File: config.mk
export PLATFORM = sky130hd
export DESIGN_NAME = hazard_ctrl_unit_flat
export DESIGN_NICKNAME = d
export VERILOG_FILES = /design/src/rtl/hazard_ctrl_unit_if.sv /design/src/rtl/hazard_ctrl_unit.sv /design/src/flat_wrapper.sv
export SDC_FILE = /design/constraint.sdc
export NUM_CORES = 1
export LEC_CHECK = 0
export BUFFER_PORTS_ARGS = -buffer_cell sky130_fd_sc_hd__buf_2
export CAP_MARGIN = 20
export CORE_UTILIZATION = 40
export CTS_CLUSTER_DIAMETER = 150
export DETAILED_ROUTE_END_ITERATION = 6
export PLACE_DENSITY = 0.64
export SYNTH_ARGS = -nofsm -noshare
export SYNTH_HDL_FRONTEND = slang
export SYNTH_SLANG_ARGS = --single-unit
File: constraint.sdc
create_clock -name clk -period 3.05 [get_ports clk]
set_input_delay 0.1525 -clock clk [delete_from_list [all_inputs] [get_ports clk]]
set_output_delay 0.1525 -clock clk [all_outputs]
set_load 0.005 [all_outputs]
File: src/rtl/hazard_ctrl_unit_if.sv
// Hazard controller bundle: pipeline status in, stall/flush/forward controls out.
// master drives the status side, slave is the hazard controller.
interface hazard_ctrl_unit_if #(
    parameter int REG_ADDR_W = 5,
    parameter int CNT_W      = 16
);
    logic [REG_ADDR_W-1:0] id_rs1;
    logic [REG_ADDR_W-1:0] id_rs2;
    logic                  id_uses_rs1;
    logic                  id_uses_rs2;
    logic [REG_ADDR_W-1:0] ex_rs1;
    logic [REG_ADDR_W-1:0] ex_rs2;
    logic [REG_ADDR_W-1:0] ex_rd;
    logic                  ex_mem_read;
    logic                  ex_branch_taken;
    logic [REG_ADDR_W-1:0] mem_rd;
    logic [REG_ADDR_W-1:0] wb_rd;
    logic                  mem_reg_write;
    logic                  wb_reg_write;
    logic                  mem_req;
    logic                  mem_ready;

    logic                  pc_write;
    logic                  if_id_write;
    logic                  if_id_flush;
    logic                  id_ex_bubble;
    logic                  ex_mem_write;
    logic                  mem_wb_write;
    logic [1:0]            fwd_a;
    logic [1:0]            fwd_b;
    logic [CNT_W-1:0]      stall_cnt;
    logic [CNT_W-1:0]      flush_cnt;

    modport master (
        output id_rs1, id_rs2, id_uses_rs1, id_uses_rs2,
        output ex_rs1, ex_rs2, ex_rd, ex_mem_read, ex_branch_taken,
        output mem_rd, wb_rd, mem_reg_write, wb_reg_write,
        output mem_req, mem_ready,
        input  pc_write, if_id_write, if_id_flush, id_ex_bubble,
        input  ex_mem_write, mem_wb_write, fwd_a, fwd_b,
        input  stall_cnt, flush_cnt
    );

    modport slave (
        input  id_rs1, id_rs2, id_uses_rs1, id_uses_rs2,
        input  ex_rs1, ex_rs2, ex_rd, ex_mem_read, ex_branch_taken,
        input  mem_rd, wb_rd, mem_reg_write, wb_reg_write,
        input  mem_req, mem_ready,
        output pc_write, if_id_write, if_id_flush, id_ex_bubble,
        output ex_mem_write, mem_wb_write, fwd_a, fwd_b,
        output stall_cnt, flush_cnt
    );
endinterface

File: src/rtl/hazard_ctrl_unit.sv
// Pipeline hazard controller: multi-bubble load-use stalls, branch flush,
// memory freeze, EX forwarding selects and saturating perf counters.
module hazard_ctrl_unit #(
    parameter int REG_ADDR_W      = 5,
    parameter int LOAD_USE_STALLS = 1,
    parameter int CNT_W           = 16
) (
    input logic         clk,
    input logic         rst,
    hazard_ctrl_unit_if.slave hz
);

    typedef enum logic {
        RUN,
        LU_STALL
    } state_t;

    localparam logic [2:0] LU_INIT = 3'(LOAD_USE_STALLS - 1);
    localparam bit MULTI_BUBBLE = (LOAD_USE_STALLS > 1);

    state_t           state;
    logic [2:0]       lu_left;
    logic [CNT_W-1:0] stall_q;
    logic [CNT_W-1:0] flush_q;

    logic mem_stall;
    logic rs1_hit;
    logic rs2_hit;
    logic load_use;

    assign mem_stall = hz.mem_req & ~hz.mem_ready;
    assign rs1_hit   = hz.id_uses_rs1 & (hz.ex_rd == hz.id_rs1);
    assign rs2_hit   = hz.id_uses_rs2 & (hz.ex_rd == hz.id_rs2);
    assign load_use  = hz.ex_mem_read & (hz.ex_rd != '0)
                     & (rs1_hit | rs2_hit);

    function automatic logic [1:0] fwd_sel(
        input logic [REG_ADDR_W-1:0] rs,
        input logic [REG_ADDR_W-1:0] m_rd,
        input logic                  m_we,
        input logic [REG_ADDR_W-1:0] w_rd,
        input logic                  w_we
    );
        logic [1:0] sel;
        sel = 2'b00;
        if (m_we && m_rd != '0 && m_rd == rs)
            sel = 2'b10;
        else if (w_we && w_rd != '0 && w_rd == rs)
            sel = 2'b01;
        return sel;
    endfunction

    assign hz.fwd_a = fwd_sel(hz.ex_rs1, hz.mem_rd, hz.mem_reg_write,
                              hz.wb_rd, hz.wb_reg_write);
    assign hz.fwd_b = fwd_sel(hz.ex_rs2, hz.mem_rd, hz.mem_reg_write,
                              hz.wb_rd, hz.wb_reg_write);

    // A frozen cycle keeps ID/EX as is, so no bubble and no flush then.
    always_comb begin
        hz.pc_write     = 1'b1;
        hz.if_id_write  = 1'b1;
        hz.ex_mem_write = 1'b1;
        hz.mem_wb_write = 1'b1;
        hz.if_id_flush  = 1'b0;
        hz.id_ex_bubble = 1'b0;
        priority case (1'b1)
            mem_stall: begin
                hz.pc_write     = 1'b0;
                hz.if_id_write  = 1'b0;
                hz.ex_mem_write = 1'b0;
                hz.mem_wb_write = 1'b0;
            end
            (state == LU_STALL): begin
                hz.pc_write     = 1'b0;
                hz.if_id_write  = 1'b0;
                hz.id_ex_bubble = 1'b1;
            end
            hz.ex_branch_taken: begin
                hz.if_id_flush  = 1'b1;
                hz.id_ex_bubble = 1'b1;
            end
            load_use: begin
                hz.pc_write     = 1'b0;
                hz.if_id_write  = 1'b0;
                hz.id_ex_bubble = 1'b1;
            end
            default: begin
            end
        endcase
    end

    always_ff @(posedge clk or posedge rst) begin
        if (rst) begin
            state   <= RUN;
            lu_left <= 3'd0;
        end else if (!mem_stall) begin
            unique case (state)
                RUN: begin
                    if (!hz.ex_branch_taken && load_use && MULTI_BUBBLE) begin
                        state   <= LU_STALL;
                        lu_left <= LU_INIT;
                    end
                end
                LU_STALL: begin
                    if (lu_left <= 3'd1) begin
                        state   <= RUN;
                        lu_left <= 3'd0;
                    end else begin
                        lu_left <= lu_left - 3'd1;
                    end
                end
                default: begin
                    state   <= RUN;
                    lu_left <= 3'd0;
                end
            endcase
        end
    end

    always_ff @(posedge clk or posedge rst) begin
        if (rst) begin
            stall_q <= '0;
            flush_q <= '0;
        end else begin
            if (!hz.pc_write && stall_q != '1)
                stall_q <= stall_q + 1'b1;
            if (hz.if_id_flush && flush_q != '1)
                flush_q <= flush_q + 1'b1;
        end
    end

    assign hz.stall_cnt = stall_q;
    assign hz.flush_cnt = flush_q;

endmodule

File: src/flat_wrapper.sv
// flat-port wrapper written by rule: the top's interface ports become plain ports
module hazard_ctrl_unit_flat 
#(
    parameter int REG_ADDR_W      = 5,
    parameter int LOAD_USE_STALLS = 1,
    parameter int CNT_W           = 16
)
  (clk, rst, hz_id_rs1, hz_id_rs2, hz_id_uses_rs1, hz_id_uses_rs2, hz_ex_rs1, hz_ex_rs2, hz_ex_rd, hz_ex_mem_read, hz_ex_branch_taken, hz_mem_rd, hz_wb_rd, hz_mem_reg_write, hz_wb_reg_write, hz_mem_req, hz_mem_ready, hz_pc_write, hz_if_id_write, hz_if_id_flush, hz_id_ex_bubble, hz_ex_mem_write, hz_mem_wb_write, hz_fwd_a, hz_fwd_b, hz_stall_cnt, hz_flush_cnt);
  hazard_ctrl_unit_if #(.REG_ADDR_W(REG_ADDR_W), .CNT_W(CNT_W)) hz_i ();
  input logic clk;
  input logic rst;
  input wire logic [$bits(hz_i.id_rs1)-1:0] hz_id_rs1;
  input wire logic [$bits(hz_i.id_rs2)-1:0] hz_id_rs2;
  input wire logic [$bits(hz_i.id_uses_rs1)-1:0] hz_id_uses_rs1;
  input wire logic [$bits(hz_i.id_uses_rs2)-1:0] hz_id_uses_rs2;
  input wire logic [$bits(hz_i.ex_rs1)-1:0] hz_ex_rs1;
  input wire logic [$bits(hz_i.ex_rs2)-1:0] hz_ex_rs2;
  input wire logic [$bits(hz_i.ex_rd)-1:0] hz_ex_rd;
  input wire logic [$bits(hz_i.ex_mem_read)-1:0] hz_ex_mem_read;
  input wire logic [$bits(hz_i.ex_branch_taken)-1:0] hz_ex_branch_taken;
  input wire logic [$bits(hz_i.mem_rd)-1:0] hz_mem_rd;
  input wire logic [$bits(hz_i.wb_rd)-1:0] hz_wb_rd;
  input wire logic [$bits(hz_i.mem_reg_write)-1:0] hz_mem_reg_write;
  input wire logic [$bits(hz_i.wb_reg_write)-1:0] hz_wb_reg_write;
  input wire logic [$bits(hz_i.mem_req)-1:0] hz_mem_req;
  input wire logic [$bits(hz_i.mem_ready)-1:0] hz_mem_ready;
  output wire logic [$bits(hz_i.pc_write)-1:0] hz_pc_write;
  output wire logic [$bits(hz_i.if_id_write)-1:0] hz_if_id_write;
  output wire logic [$bits(hz_i.if_id_flush)-1:0] hz_if_id_flush;
  output wire logic [$bits(hz_i.id_ex_bubble)-1:0] hz_id_ex_bubble;
  output wire logic [$bits(hz_i.ex_mem_write)-1:0] hz_ex_mem_write;
  output wire logic [$bits(hz_i.mem_wb_write)-1:0] hz_mem_wb_write;
  output wire logic [$bits(hz_i.fwd_a)-1:0] hz_fwd_a;
  output wire logic [$bits(hz_i.fwd_b)-1:0] hz_fwd_b;
  output wire logic [$bits(hz_i.stall_cnt)-1:0] hz_stall_cnt;
  output wire logic [$bits(hz_i.flush_cnt)-1:0] hz_flush_cnt;
  assign hz_i.id_rs1 = hz_id_rs1;
  assign hz_i.id_rs2 = hz_id_rs2;
  assign hz_i.id_uses_rs1 = hz_id_uses_rs1;
  assign hz_i.id_uses_rs2 = hz_id_uses_rs2;
  assign hz_i.ex_rs1 = hz_ex_rs1;
  assign hz_i.ex_rs2 = hz_ex_rs2;
  assign hz_i.ex_rd = hz_ex_rd;
  assign hz_i.ex_mem_read = hz_ex_mem_read;
  assign hz_i.ex_branch_taken = hz_ex_branch_taken;
  assign hz_i.mem_rd = hz_mem_rd;
  assign hz_i.wb_rd = hz_wb_rd;
  assign hz_i.mem_reg_write = hz_mem_reg_write;
  assign hz_i.wb_reg_write = hz_wb_reg_write;
  assign hz_i.mem_req = hz_mem_req;
  assign hz_i.mem_ready = hz_mem_ready;
  assign hz_pc_write = hz_i.pc_write;
  assign hz_if_id_write = hz_i.if_id_write;
  assign hz_if_id_flush = hz_i.if_id_flush;
  assign hz_id_ex_bubble = hz_i.id_ex_bubble;
  assign hz_ex_mem_write = hz_i.ex_mem_write;
  assign hz_mem_wb_write = hz_i.mem_wb_write;
  assign hz_fwd_a = hz_i.fwd_a;
  assign hz_fwd_b = hz_i.fwd_b;
  assign hz_stall_cnt = hz_i.stall_cnt;
  assign hz_flush_cnt = hz_i.flush_cnt;
  hazard_ctrl_unit #(.REG_ADDR_W(REG_ADDR_W), .LOAD_USE_STALLS(LOAD_USE_STALLS), .CNT_W(CNT_W)) u_core (.clk(clk), .rst(rst), .hz(hz_i));
endmodule
==> out/results.env <==
DPL.HPWL_UM=3670
GRT_PASS1_WL_UM=7130
DIODES=0
SYNTH-ADDER-AREA-SHARE_PCT=2.32
PATH_CLASS='reg2reg'
NUMBER_OF_DRC_MARKERS_IN_ITERATION_0=28
LAYOUT-AREA-OVERHEAD-VS-SYNTH_PCT=27.0
VIAS=1851
FLOORPLAN.INITIALDENSITY_PCT=41.9
WORST_HOLD_ENDPOINT='u_core.state$_DFFE_PP0N_'
FINAL-MAX-SLEW-VIOLATION-COUNT=0
FIRST_DRT_PASS_ITERATION_COUNT=4
CTS.SINK_COUNT=36
PLACEMENT.IO_BUFFERS=86
CRIT_PATH_CELL_TRACE='and4_1 > and3_4 > nand4_2 > or3_1 > nand2_1 > mux2_2'
MAX_STAGE_DELAY_PS=600
POSTSYNTHREGISTERBITS=36
MAXIMUM_NUMBER_OF_PINS_ON_ONE_NET_BEFORE_GLOBAL_ROUTE_REPAIR=37
FIRST_GLOBAL_VIAS=1616
LAYOUT.CORE_UTILIZATION_PCT=53.3
SYNTH_EDF_COUNT=0
SYNTH.AREA.MUX_SHARE_PCT=1.04
SYNTH_ASYNC_SR_FLOP_SHARE_PCT=100
SYNTH_TOP_CELLS_BY_COUNT='sky130_fd_sc_hd__xnor2_1, sky130_fd_sc_hd__dfrtp_1, sky130_fd_sc_hd__xor2_1, sky130_fd_sc_hd__nand2_1'
CORE_MM2=0.00514
FINAL_HOLD_VIOLATION_COUNT=0
CRIT-REG2REG-CAPTURE='u_core.hz.stall_cnt[1]$_DFFE_PP0P_'
FINAL-SETUP-VIOL-COUNT=0
MAIN_COMBINATIONAL_CELL_FAMILY_BY_AREA_AFTER_SYNTHESIS='XOR/XNOR gates'
SYN_NETS=268
POST_SYNTH_INSTANCE_AREA_MM2=0.00216
CLOCK-SKEW-FINAL_PS=11.1
WORSTPATHBUFFERINVERTERCOUNT=0
ROUTED_WIRE_LENGTH_PER_INSTANCE_UM=12.6
SLEW_HEADROOM_PCT=66.4
YOSYSMOSTFREQUENTCELL='sky130_fd_sc_hd__xnor2_1'
CTS.REPORTEDPATHS.CLKPINSLEW_PS=70
PERIOD_NEEDED_PS=2280
TIMING.FINAL.CRIT_SHARE_PCT=74.7
ROUTE.FINAL.WIRE_LENGTH_UM=4770
AVGSYNTHCELLAREA_UM2=9.84
NETSWITCHINGFRACTION_PCT=31.1
POSTSYNTHCELLCOUNT=219
POST_DETAILED_ROUTE_COUNT_OF_ANTENNA_VIOLATING_NETS=0
SYNTH_CELL_TYPES=36
YOSYS.AREA_SHARE.XOR_XNOR_PCT=24.0
TOTAL_SWITCHING_POWER_mW=0.421
RUN_STATUS='finished clean'
DIE_AREA_MM2=0.00569
CRITICAL_PATH_REQUIRED_PS=3210
SYNTH_TOP_AREA_SHARE_PCT=41.8
SYNTH.YOSYS.WARNINGS=0
SEQUENTIAL_AREA_SHARE_AFTER_SYNTHESIS_PCT=41.8
BASIC_GATE_SHARE_OF_THE_SYNTHESIZED_AREA_COUNTING_AND_OR_NAND_AND_NOR_CELLS_PCT=22.3
R2R_SETUP_SLACK_PS=770
CRITICAL_PATH.REG2REG.STARTPOINT='u_core.hz.stall_cnt[3]$_DFFE_PP0P_'
DIE_W_UM=75.4
FIN_TNS_SETUP_PS=0
WHS_PS=338
VIAS_PER_CELL=4.90
TOTALPOWERFINAL_mW=1.35
PIN_COUNT=87
INTERNAL-POWER_mW=0.930
DIEHEIGHT_UM=75.4
WORST-PATH-MAX-FANOUT=14
FINALNETCOUNT=356
CTS_RESIZED=0
WORST_VDD_RAIL_IR_DROP_mV=0.393
ANTENNA_FOUND_INITIAL=0
TRITONCTS='built'
WORST_HOLD_PATH.NUM_CELLS=3
POST_ROUTE_CELLS_DRIVE_ABOVE_1_SHARE_PCT=31.5
TRITONCTS.NUM_BUFFERS=5
SETUP.WORST_PATH.END_CLASS='register'
GP_ROUTABILITY_CONGESTION=0.805
GLOBALROUTE.TOTALOVERFLOW=0
CTS_HTREE_LEVELS=2
SYNTH_COMPOUND_GATE_AREA_SHARE_PCT=5.11
POST-SYNTH-TOP-AREA-CELL='sky130_fd_sc_hd__dfrtp_1'
PWR-SHARE-COMB_PCT=25.9
CLOCKBUFFERDEPTH=2
FINAL.SETUP.WORST_SLACK_PS=773
CTS_ROOT_BUFFER_TYPE='sky130_fd_sc_hd__clkbuf_8'
GRT_SETUP_UNREPAIRED='false'
FP-ROW-COUNT=26
MIN_FROM='hz_mem_ready'
CLK-INSERTION-DELAY-LATE_PS=290
MAX_SLEW.WORST_PIN.SLEW_PS=504
CRITICAL_PATH_ARRIVAL_PS=2440
SYNTH_FF_TYPE='sky130_fd_sc_hd__dfrtp_1'
SETUP_SLACK_AT_PLACEMENT_PS=790
SYNTH_TOP_CELLS_BY_AREA='sky130_fd_sc_hd__dfrtp_1, sky130_fd_sc_hd__xnor2_1, sky130_fd_sc_hd__xor2_1, sky130_fd_sc_hd__nand4_1, sky130_fd_sc_hd__nand3_1'
MAX_CAP_VIOLATIONS=0
FMAX_MHz=439
CLOCK_POWER_SHARE_PCT=25.5
TIMING.REG2REG.WORST_PATH_DEPTH=6
GROUTE.USAGE.OVERALL_PCT=16.6
TIMING.CRITICAL_PATH.MAX_DELAY_FAMILY='simple AND/OR/NAND/NOR gates'
POWER.STATIC_LEAKAGE_nW=1.34
PWR-SHARE-SEQ_PCT=48.5
MASTER_OF_THE_SLOWEST_INSTANCE_ON_THE_CRITICAL_PATH='sky130_fd_sc_hd__or3_1'
START_KIND='register'
POST_ROUTE_DRC_VIOLATION_COUNT=0
WORSTHOLDPATHTYPE='in2reg'
POWER_DENSITY_mW_PER_MM2=493
power by group through the flow:
| stage | Sequential, mW | Combinational (mW) | Clock [mW] |
|---|---|---|---|
| after floorplan | 0.655 | 0.192 | 0 |
| after global placement | 0.656 | 0.348 | 0 |
| after detailed placement | 0.660 | 0.352 | 0 |
| after CTS | 0.653 | 0.354 | 0.356 |
| after global routing | 0.667 | 0.395 | 0.377 |
| final | 0.655 | 0.350 | 0.345 |
worst register-to-register path, cell delays in order (launching register included):
cell,delay [ps]
sky130_fd_sc_hd__dfrtp_1,420
sky130_fd_sc_hd__and4_1,250
sky130_fd_sc_hd__and3_4,210
sky130_fd_sc_hd__nand4_2,150
sky130_fd_sc_hd__or3_1,600
sky130_fd_sc_hd__nand2_1,180
sky130_fd_sc_hd__mux2_2,350
worst max-delay path by stage:
stage	cells after the start	slack (ps)	from	endpoint
2_1_floorplan	7	1030	u_core.hz.stall_cnt[3]$_DFFE_PP0P_	u_core.hz.stall_cnt[1]$_DFFE_PP0P_
3_3_place_gp	6	840	u_core.hz.stall_cnt[3]$_DFFE_PP0P_	u_core.hz.stall_cnt[1]$_DFFE_PP0P_
3_5_place_dp	6	790	u_core.hz.stall_cnt[3]$_DFFE_PP0P_	u_core.hz.stall_cnt[1]$_DFFE_PP0P_
4_1_cts	6	770	u_core.hz.stall_cnt[3]$_DFFE_PP0P_	u_core.hz.stall_cnt[1]$_DFFE_PP0P_
5_1_grt	6	640	u_core.hz.stall_cnt[3]$_DFFE_PP0P_	u_core.hz.stall_cnt[1]$_DFFE_PP0P_
6_report	6	770	u_core.hz.stall_cnt[3]$_DFFE_PP0P_	u_core.hz.stall_cnt[1]$_DFFE_PP0P_
through the flow:
stage	cell area [µm²]	instances
floorplan	2160	219
global placement	2640	369
detailed placement	2640	369
CTS	2740	378
global route	2740	378
finish	2740	378
registers in the layout (all words and copies together) (netlist names):
name                 flops
u_core.lu_left           3
u_core.hz.stall_cnt     16
u_core.hz.flush_cnt     16
u_core.state             1
timing repair:
| action | in CTS | in global routing |
|---|---|---|
| setup buffers | 0 | 0 |
| hold buffers | 1 | 0 |
| hold endpoints to repair | 36 | 0 |
kinds of logic (layout without fill, tap and decap cells):
kind of cell | Yosys count | in the layout
buf+inv | 15 | 104
simple gates | 86 | 86
xor+xnor | 59 | 59
fa+ha+maj | 4 | 4
compound gates | 17 | 17
mux | 2 | 2
flops | 36 | 36
layout by cell type (no fill, tap or decap), drive strengths merged:
master and instances:
a211o 1, nor3b 2, nor2b 1, nand3 13
and4 3, dlygate4sd3 1, xnor2 40, nand2b 1
nand2 15, nor2 11, ha 4, and3 9
o21ai 4, o22a 1, xor2 19, buf 87
nor4 6, or4 5, o22ai 1, nand4 14
nor3 2, a21o 2, or3 1, inv 8
a21oi 5, or2 1, mux2 2, o31a 2
clkbuf 8, and2 2, o2111ai 1, dfrtp 36
cell type report:
class	instances	area (µm²)
timing repair buffer	88	448
clock buffer	8	90.1
inverter	8	30.0
sequential	36	901
tap	70	87.6
multi-input combinational	168	1180
fill	510	2400
layer usage:
metal  track usage (%)  share of wire (%)  vias up
li1                  -                  -      939
met1              21.7                 48      846
met2              27.2                 44       62
met3              4.76                7.1        4
met4              4.32               0.73        0
met5                 0                  0        -
Note: power is estimated with default switching activity, not from simulation.
